## config.mk

```make
export PLATFORM = sky130hd
export DESIGN_NAME = acog_hub_arb
export DESIGN_NICKNAME = d
export VERILOG_FILES = /design/src/rtl/acog_hub_arb.sv
export SDC_FILE = /design/constraint.sdc
export NUM_CORES = 1
export LEC_CHECK = 0
export ABC_AREA = 0
export BUFFER_PORTS_ARGS = -buffer_cell sky130_fd_sc_hd__clkbuf_2
export CAP_MARGIN = 40
export CELL_PAD_IN_SITES_DETAIL_PLACEMENT = 2
export CELL_PAD_IN_SITES_GLOBAL_PLACEMENT = 2
export CORE_AREA = 5 5 214 216
export DETAILED_ROUTE_END_ITERATION = 12
export DIE_AREA = 0 0 219 221
export PLACE_DENSITY = 0.78
export SLEW_MARGIN = 10
export SYNTH_ARGS = -nofsm -noshare
export SYNTH_HDL_FRONTEND = slang
export SYNTH_SLANG_ARGS = --single-unit
```

## constraint.sdc

```tcl
create_clock -name clk_in -period 2.1 [get_ports clk_in]
set_input_delay 0.105 -clock clk_in [delete_from_list [all_inputs] [get_ports clk_in]]
set_output_delay 0.105 -clock clk_in [all_outputs]
set_load 0.01 [all_outputs]
```

## src/rtl/acog_hub_arb.sv

```systemverilog
// Round-robin hub arbiter: one 2-cycle window per cog (issue, ack) on the shared hub RAM port and lock unit.
// Define ACOG_HUB_LOCKS_EN to include the lock unit; without it lock ops decode as NOP.
module acog_hub_arb #(
  parameter int NUM_COGS = 8,
  parameter int ADDR_W   = 16
) (
  input  logic                       clk_in,
  input  logic                       reset_in,
  input  logic [NUM_COGS-1:0]        req_in,
  input  logic [5*NUM_COGS-1:0]      op_in,
  input  logic [ADDR_W*NUM_COGS-1:0] addr_in,
  input  logic [32*NUM_COGS-1:0]     wdata_in,
  output logic [NUM_COGS-1:0]        ack_o,
  output logic [31:0]                rdata_o,
  output logic                       c_o,
  output logic [2:0]                 slot_o,
  output logic                       mem_en_o,
  output logic                       mem_we_o,
  output logic [3:0]                 mem_be_o,
  output logic [ADDR_W-3:0]          mem_addr_o,
  output logic [31:0]                mem_wdata_o,
  input  logic [31:0]                mem_rdata_in
);

  localparam int SW = (NUM_COGS > 1) ? $clog2(NUM_COGS) : 1;
  localparam logic [2:0] LAST_SLOT = 3'(NUM_COGS - 1);

  localparam logic [4:0] RDBYTE  = 5'h00, RDWORD  = 5'h01, RDLONG  = 5'h02;
  localparam logic [4:0] WRBYTE  = 5'h04, WRWORD  = 5'h05, WRLONG  = 5'h06;
  localparam logic [4:0] LOCKNEW = 5'h10, LOCKRET = 5'h11, LOCKSET = 5'h12, LOCKCLR = 5'h13;

  logic [2:0]    slot;
  logic          phase;
  logic [SW-1:0] sel;
  logic          pend;
  logic [4:0]    op_q;
  logic [1:0]    lane_q;

  logic [4:0]        cur_op;
  logic [ADDR_W-1:0] cur_addr;
  logic [31:0]       cur_wdata;
  logic              is_rd, is_wr;
  logic [3:0]        wr_be;
  logic [31:0]       wr_data;
  logic [31:0]       rd_fmt;
  logic [31:0]       res_data;
  logic              res_c;

  assign sel       = slot[SW-1:0];
  assign slot_o    = slot;
  assign cur_op    = op_in[5*int'(sel) +: 5];
  assign cur_addr  = addr_in[ADDR_W*int'(sel) +: ADDR_W];
  assign cur_wdata = wdata_in[32*int'(sel) +: 32];
  assign is_rd     = (cur_op == RDBYTE) || (cur_op == RDWORD) || (cur_op == RDLONG);
  assign is_wr     = (cur_op == WRBYTE) || (cur_op == WRWORD) || (cur_op == WRLONG);

  // Narrow writes replicate the data across lanes; the byte enables pick the target lane.
  always_comb begin
    wr_be   = 4'hF;
    wr_data = cur_wdata;
    case (cur_op[1:0])
      2'd0: begin
        wr_be   = 4'b0001 << cur_addr[1:0];
        wr_data = {4{cur_wdata[7:0]}};
      end
      2'd1: begin
        wr_be   = cur_addr[1] ? 4'b1100 : 4'b0011;
        wr_data = {2{cur_wdata[15:0]}};
      end
      default: ;
    endcase
  end

  always_comb begin
    rd_fmt = mem_rdata_in;
    case (op_q[1:0])
      2'd0:    rd_fmt = {24'd0, mem_rdata_in[{lane_q, 3'b000} +: 8]};
      2'd1:    rd_fmt = {16'd0, lane_q[1] ? mem_rdata_in[31:16] : mem_rdata_in[15:0]};
      default: ;
    endcase
  end

`ifdef ACOG_HUB_LOCKS_EN
  logic [7:0] lock_bits;
  logic [7:0] alloc_bits;
  logic [2:0] id_q;
  logic       free_ok;
  logic [2:0] free_id;

  always_comb begin
    free_ok = 1'b0;
    free_id = 3'd0;
    for (int i = 7; i >= 0; i--) begin
      if (!alloc_bits[i]) begin
        free_ok = 1'b1;
        free_id = 3'(i);
      end
    end
  end

  // Only the window owner reaches this edge, so each lock op is atomic.
  always_ff @(posedge clk_in or negedge reset_in) begin
    if (!reset_in) begin
      lock_bits  <= 8'd0;
      alloc_bits <= 8'd0;
    end else if (phase && pend) begin
      case (op_q)
        LOCKNEW: if (free_ok) alloc_bits[free_id] <= 1'b1;
        LOCKRET: alloc_bits[id_q] <= 1'b0;
        LOCKSET: lock_bits[id_q]  <= 1'b1;
        LOCKCLR: lock_bits[id_q]  <= 1'b0;
        default: ;
      endcase
    end
  end

  always_ff @(posedge clk_in or negedge reset_in) begin
    if (!reset_in) id_q <= 3'd0;
    else if (!phase) id_q <= cur_wdata[2:0];
  end
`endif

  always_comb begin
    res_data = 32'd0;
    res_c    = 1'b0;
    if ((op_q == RDBYTE) || (op_q == RDWORD) || (op_q == RDLONG)) res_data = rd_fmt;
`ifdef ACOG_HUB_LOCKS_EN
    case (op_q)
      LOCKNEW: begin
        if (free_ok) res_data = {29'd0, free_id};
        else begin
          res_data = 32'd7;
          res_c    = 1'b1;
        end
      end
      LOCKRET: res_data = {29'd0, id_q};
      LOCKSET, LOCKCLR: begin
        res_data = {29'd0, id_q};
        res_c    = lock_bits[id_q];
      end
      default: ;
    endcase
`endif
  end

  always_ff @(posedge clk_in or negedge reset_in) begin
    if (!reset_in) begin
      slot        <= 3'd0;
      phase       <= 1'b0;
      pend        <= 1'b0;
      op_q        <= 5'd0;
      lane_q      <= 2'd0;
      ack_o       <= '0;
      rdata_o     <= 32'd0;
      c_o         <= 1'b0;
      mem_en_o    <= 1'b0;
      mem_we_o    <= 1'b0;
      mem_be_o    <= 4'd0;
      mem_addr_o  <= '0;
      mem_wdata_o <= 32'd0;
    end else begin
      phase       <= ~phase;
      ack_o       <= '0;
      rdata_o     <= 32'd0;
      c_o         <= 1'b0;
      mem_en_o    <= 1'b0;
      mem_we_o    <= 1'b0;
      mem_be_o    <= 4'd0;
      mem_addr_o  <= '0;
      mem_wdata_o <= 32'd0;
      if (!phase) begin
        pend   <= req_in[sel];
        op_q   <= cur_op;
        lane_q <= cur_addr[1:0];
        if (req_in[sel] && (is_rd || is_wr)) begin
          mem_en_o   <= 1'b1;
          mem_we_o   <= is_wr;
          mem_addr_o <= cur_addr[ADDR_W-1:2];
          if (is_wr) begin
            mem_be_o    <= wr_be;
            mem_wdata_o <= wr_data;
          end
        end
      end else begin
        pend <= 1'b0;
        slot <= (slot == LAST_SLOT) ? 3'd0 : slot + 3'd1;
        // RAM data for this window is on mem_rdata_in now and is registered with the ack.
        if (pend) begin
          ack_o   <= NUM_COGS'(1) << sel;
          rdata_o <= res_data;
          c_o     <= res_c;
        end
      end
    end
  end

endmodule

```

==> out/metrics.yaml, run 1 <==
critical_path:
  path_cells: "buf_8 -> mux4_2 -> mux2i_4 -> buf_12 -> o2111ai_4 -> buf_12 -> buf_12 -> a211oi_4"
  criticalPathCategory: "reg -> reg"
  timing.critical_path.mode_cell: "buf_12"
  crit_family: "multiplexers"
  cp_slowest_cell: "mux4_2"
  arrival_ns: 2.55
  crit_fanout: 7
  crit_buf_inv: 4
  critPathLaunchType: "register"
  end_kind: "register"
  cp_data_required_time_ns: 2.38
  max_stage_delay_ns: 0.53
routing:
  drtAntennaViolNets: 0
  wirelength_mm: 47.88
  vias: 8409
  wl_met3_mm: 3.117
  wl_met1_mm: 18.27
  wl_per_cell_um: 25.70
  first_iter_violations: 342
  highest-signal-layer: "met5"
  viasPerCell: 4.514
  drcViolationCount: 0
  drt_first_pass_iters: 4
  route.met2.wl_mm: 25.27
timing:
  final_max_slew_viol_count: 0
  max_slew_margin_pct: 58.23
  max_freq_mhz: 440.0
  finalHoldViolations: 0
  period_needed_ns: 2.273
  whs_ns: 0.01341
  finalCritPeriodShare_pct: 108.2
  grt_setup_unrepaired: "true"
  layout_setup_ws_ns: -0.1728
  finalSetupViolCount: 51
  skew_ns: 0.01431
  fin_setup_tns_ns: -4.805
  worst_pin_slew_ns: 0.6243
synth:
  syn-cell-area_sq_mm: 0.007555
  ys_types: 44
  synth_seq_cells: 104
  synth.top_cell.area_share_pct: 34.45
  synthFlopType: "dfrtp_1"
  synth-warning-count: 0
  syn_avg_cell_area_sq_um: 11.86
  syn_nets: 1109
  synth-edff-count: 0
  async_reset_ff_share_pct: 100.0
  synth_area_leaders: "dfrtp_1, mux4_2, mux2_2"
  synth_common_cells: "dfrtp_1, mux4_2, nand2_1, nor2_1, mux2_2"
  synthCells: 637
  yosysMostFrequentCell: "dfrtp_1"
  synth.largest_area_cell: "dfrtp_1"
  seq_area_frac_synth_pct: 34.45
run:
  drv_cap: 0
floorplan:
  rows: 77
  die_w_um: 219
  ios: 562
  fp.dieArea_sq_mm: 0.04840
  fp.coreArea_sq_mm: 0.04374
  start_util_pct: 17.27
  die_h_um: 221
grt:
  grt_max_degree: 45
  grt_pass1_vias: 9790
  grt_use_total_pct: 18.64
  antenna_found_initial: 8
  grt_pass1_wl_mm: 66.50
  grt.overflow.total: 0
placement:
  portBuffers: 560
  dp.cells: 1800
  place.gp.congestion: 0.8842
  place_hpwl_mm: 38.78
  dpl_worst_slack_ns: -0.4012
run_status:
  status: "finished with violations"
  violations: "setup timing"
final_layout:
  drive_gt1_share_pct: 69.61
  final_nets: 1734
  syn_to_final_growth_pct: 66.78
  instances_no_fill: 1863
pwr:
  vdd_drop_max_mv: 0.2949
  power_density_mw_per_mm2: 403.0
  power_leakage_uw: 0.006091
min_path:
  hold_class: "in -> reg"
clock_network:
  clock_path_buffers: 2
  cts.reportedPaths.clkPinSlew_ns: 0.08
  insertion_delay_ns: 0.38
  cts_tree: "done"
  numCtsBuffers: 9
  htree_levels: 3
  clockRootBuffer: "clkbuf_16"
  cts.sinks: 104
## power by group
group	internal [uW]	leakage [uW]	switching, uW
clock	947	0.000146	905
combinational	654	0.00453	529
sequential	2020	0.00142	18.4
## metrics by stage
step	utilization, %	power, uW	cell area [sq um]
global route	28.79	5340	12590
floorplan	-	2445	7565
detailed placement	26.31	3184	11510
global placement	26.31	3153	11510
finish	28.81	5078	12600
CTS	28.03	5175	12260
## worst paths after layout
kind | depth (start not counted) | start | end | slack, ns
min reg2reg | 2 | op_q[3]$_DFFE_PN0N_ | op_q[3]$_DFFE_PN0N_ | 0.52
min | 2 | mem_rdata_in[20] | rdata_o[20]$_DFF_PN0_ | 0.01
min in group asynchronous | 2 | reset_in | mem_be_o[1]$_DFF_PN0_ | 0.29
max reg2reg | 8 | slot_o[1]$_DFFE_PN0P_ | mem_wdata_o[31]$_DFF_PN0_ | -0.17
max in group asynchronous | 3 | reset_in | mem_addr_o[11]$_DFF_PN0_ | 1.15
max | 8 | slot_o[1]$_DFFE_PN0P_ | mem_wdata_o[31]$_DFF_PN0_ | -0.17
## sequential cells by signal, indices dropped and copies added (netlist names)
signal / cells
rdata_o: 32
slot_o: 3
pend: 1
mem_be_o: 4
phase: 1
op_q: 5
mem_en_o: 1
mem_we_o: 1
mem_addr_o: 14
mem_wdata_o: 32
lane_q: 2
ack_o: 8
## timing repair
item | in CTS | in global routing
setup buffers | 22 | 8
resized for setup | 21 | 76
pin swaps | 0 | 9
hold buffers | 14 | 0
hold endpoints to repair | 48 | 0
gates cloned | 2 | 4
setup endpoints to repair | 54 | 55
## routing by layer
metal,global-route usage [%],vias up
li1,-,3702
met4,4.092,8
met1,21.68,4287
met3,4.839,65
met5,0,-
met2,34.23,347
## cell usage in the layout (no fill, tap or decap), drive strengths merged, types with 19 or more instances in the layout
cell type  instances
a211oi            39
a21oi             31
and2              19
buf              102
clkbuf           571
dfrtp            104
mux2              35
mux2i             28
mux4              84
nand2             56
nor2              43
o21ai             21
## cell families after synthesis
| family | after synthesis | synth area share [%] |
|---|---|---|
| mux | 147 | 34.70 |
| simple gates | 157 | 9.722 |
| fa+ha+maj | 6 | 0.9937 |
| buf+inv | 73 | 5.515 |
| other cells | 1 | 0.04964 |
| compound gates | 149 | 14.57 |
| flops | 104 | 34.45 |
## area by class of cell
| class | instances | area [sq um] |
|---|---|---|
| timing repair buffer | 677 | 4121 |
| clock inverter | 6 | 80.08 |
| sequential | 104 | 2611 |
| clock buffer | 10 | 229.0 |
| inverter | 10 | 37.54 |
| fill | 4944 | 31140 |
| multi-input combinational | 460 | 4770 |
| tap | 592 | 740.7 |
| antenna | 4 | 10.01 |
(Power assumes the default switching activity.)
==> inputs of run 2 (changes only) <==
Settings changed: RECOVER_POWER set to 50, SETUP_SLACK_MARGIN set to 0.3.
==> out/metrics.yaml, run 2 (synthesis gave the netlist of run 1 again) <==
critical_path:
  crit_family: "multiplexers"
  timing.critical_path.mode_cell: "buf_12"
  criticalPathCategory: "reg -> reg"
  cp_slowest_cell: "mux4_2"
  crit_buf_inv: 4  # unchanged
  cp_data_required_time_ns: 2.39  # about the same
  arrival_ns: 2.57  # +0.02 ns
  crit_fanout: 9  # +2
  critPathLaunchType: "register"
  max_stage_delay_ns: 0.54  # about the same
  path_cells: "buf_6 -> mux4_2 -> mux2i_4 -> buf_12 -> o2111ai_4 -> buf_12 -> buf_16 -> a211oi_2"
  end_kind: "register"
floorplan:
  fp.dieArea_sq_mm: 0.04840  # unchanged
  die_h_um: 221  # unchanged
  rows: 77  # unchanged
  die_w_um: 219  # unchanged
  start_util_pct: 17.27  # unchanged
  fp.coreArea_sq_mm: 0.04374  # unchanged
  ios: 562  # unchanged
clock_network:
  cts.sinks: 104  # unchanged
  cts_tree: "done"
  insertion_delay_ns: 0.37  # about the same
  cts.reportedPaths.clkPinSlew_ns: 0.08  # about the same
  clockRootBuffer: "clkbuf_16"
  htree_levels: 3  # unchanged
  numCtsBuffers: 9  # unchanged
  clock_path_buffers: 2  # unchanged
min_path:
  hold_class: "in -> reg"
routing:
  drtAntennaViolNets: 0  # unchanged
  viasPerCell: 4.477  # -0.81%
  first_iter_violations: 382  # +12%
  drt_first_pass_iters: 4  # unchanged
  drcViolationCount: 0  # unchanged
  wl_per_cell_um: 25.23  # -1.8%
  wirelength_mm: 47.31  # -1.2%
  vias: 8395  # -0.17%
run:
  drv_cap: 1  # +1
pwr:
  sequentialPowerShare_pct: 40.2  # about the same
  power_leakage_uw: 0.006101  # +0.17%
  p_total_uw: 5081  # about the same
  comb_power_share_pct: 22.7  # -0.6 points
  switching_share_pct: 28.54  # -0.053 points
  clock_power_share_pct: 37.1  # +0.6 points
  vdd_drop_max_mv: 0.3346  # +13%
  power_density_mw_per_mm2: 402.8  # about the same
  p_sw_uw: 1450  # -0.12%
  cellInternalPower_uw: 3631  # +0.13%
run_status:
  violations: "capacitance limit, slew limit, setup timing"
  status: "finished with violations"
grt:
  grt_max_degree: 105  # +130%
  grt_pass1_wl_mm: 67.05  # +0.83%
  grt_pass1_vias: 10020  # +2.3%
  antenna_found_initial: 15  # +7
  grt_use_total_pct: 18.86  # +0.22 points
  grt.overflow.total: 0  # unchanged
timing:
  final_max_slew_viol_count: 105  # +105
  finalSetupViolCount: 52  # +2.0%
  period_needed_ns: 2.281  # +0.007725 ns
  max_slew_margin_pct: -3.246  # -61 points
  fin_setup_tns_ns: -5.988  # -1.183 ns
  skew_ns: 0.009388  # -0.004922 ns
  finalCritPeriodShare_pct: 108.6  # +0.37 points
  max_freq_mhz: 438.5  # -0.34%
  layout_setup_ws_ns: -0.1806  # -0.007725 ns
  finalHoldViolations: 0  # unchanged
  worst_pin_slew_ns: 1.549  # +0.9244 ns
  grt_setup_unrepaired: "true"
final_layout:
  reg.largest.list: "mem_wdata_o x32, rdata_o x32, mem_addr_o x14"
  syn_to_final_growth_pct: 66.96
  drive_gt1_share_pct: 67.92  # -1.7 points
  layout_common_cells: "clkbuf_2, dfrtp_1, mux4_2"
  final_area_sq_mm: 0.01261  # +0.11%
  final_nets: 1742  # +0.46%
  layout_commonest_cell: "clkbuf_2"
placement:
  place.gp.congestion: 0.8749  # -1.1%
  place_hpwl_mm: 39.08  # +0.79%
  portBuffers: 560  # unchanged
  dpl_worst_slack_ns: -0.4201  # -0.01887 ns
  dpl-instance-area_sq_mm: 0.01151  # about the same
-- run 2: what timing repair did --
| action | in CTS | in global routing |
|---|---|---|
| pin swaps | 4 | 3 |
| endpoints found under the hold margin | 113 | 0 |
| gates resized for setup | 48 | 22 |
| gates cloned | 5 | 1 |
| buffers inserted | 28 | 2 |
| hold buffers | 10 | 0 |
| endpoints found under the setup margin | 58 | 63 |
-- run 2: worst paths after layout --
kind	from	endpoint	slack [ns]	depth (start not counted)
worst min-delay path	mem_rdata_in[4]	rdata_o[4]$_DFF_PN0_	0.01	3
max in group asynchronous	reset_in	slot_o[1]$_DFFE_PN0P_	0.18	3
min in group asynchronous	reset_in	mem_we_o$_DFF_PN0_	0.78	3
worst max register to register	slot_o[1]$_DFFE_PN0P_	mem_wdata_o[25]$_DFF_PN0_	-0.18	8
worst max-delay path	slot_o[1]$_DFFE_PN0P_	mem_wdata_o[25]$_DFF_PN0_	-0.18	8
worst min register to register	op_q[3]$_DFFE_PN0N_	op_q[3]$_DFFE_PN0N_	0.51	2
-- run 2: through the flow --
stage | instances | hold slack (ns) | util [%]
floorplan | 637 | -0.1906 | -
global placement | 1805 | 0.2331 | 26.31
detailed placement | 1805 | 0.2434 | 26.31
CTS | 1864 | 0.001044 | 28.61
global route | 1872 | 0.01329 | 28.82
finish | 1875 | 0.01459 | 28.84
-- run 2: worst reg2reg max path: stages (launching register included) --
cell and delay [ns]:
dfrtp_4 0.46, buf_6 0.13, mux4_2 0.54, mux2i_4 0.25, buf_12 0.16, o2111ai_4 0.17, buf_12 0.18, buf_16 0.15
a211oi_2 0.15
-- run 2: final cells by class --
class                           instances  area, sq um
Timing Repair Buffer                  685         4154
Tap cell                              592        740.7
Clock inverter                          7        95.09
Inverter                               10        37.54
Clock buffer                            9        225.2
Multi-Input combinational cell        460         4730
Fill cell                            4932        31130
Sequential cell                       104         2611
Antenna cell                            8        20.02
-- run 2: power groups by stage --
stage / Combinational [uW] / Sequential, uW / Clock [uW]
final: 1150 / 2040 / 1890
after detailed placement: 1090 / 2080 / 0
after global routing: 1250 / 2050 / 2050
after floorplan: 370 / 2080 / 0
after global placement: 1070 / 2080 / 0
after CTS: 1150 / 2040 / 1990
-- run 2: metal layers --
metal	track usage [%]	up-vias	wire length, um
li1	-	3735	-
met3	5.085	63	3113
met1	21.48	4227	17920
met2	34.55	364	25010
met4	5.146	6	1228
met5	0	-	41
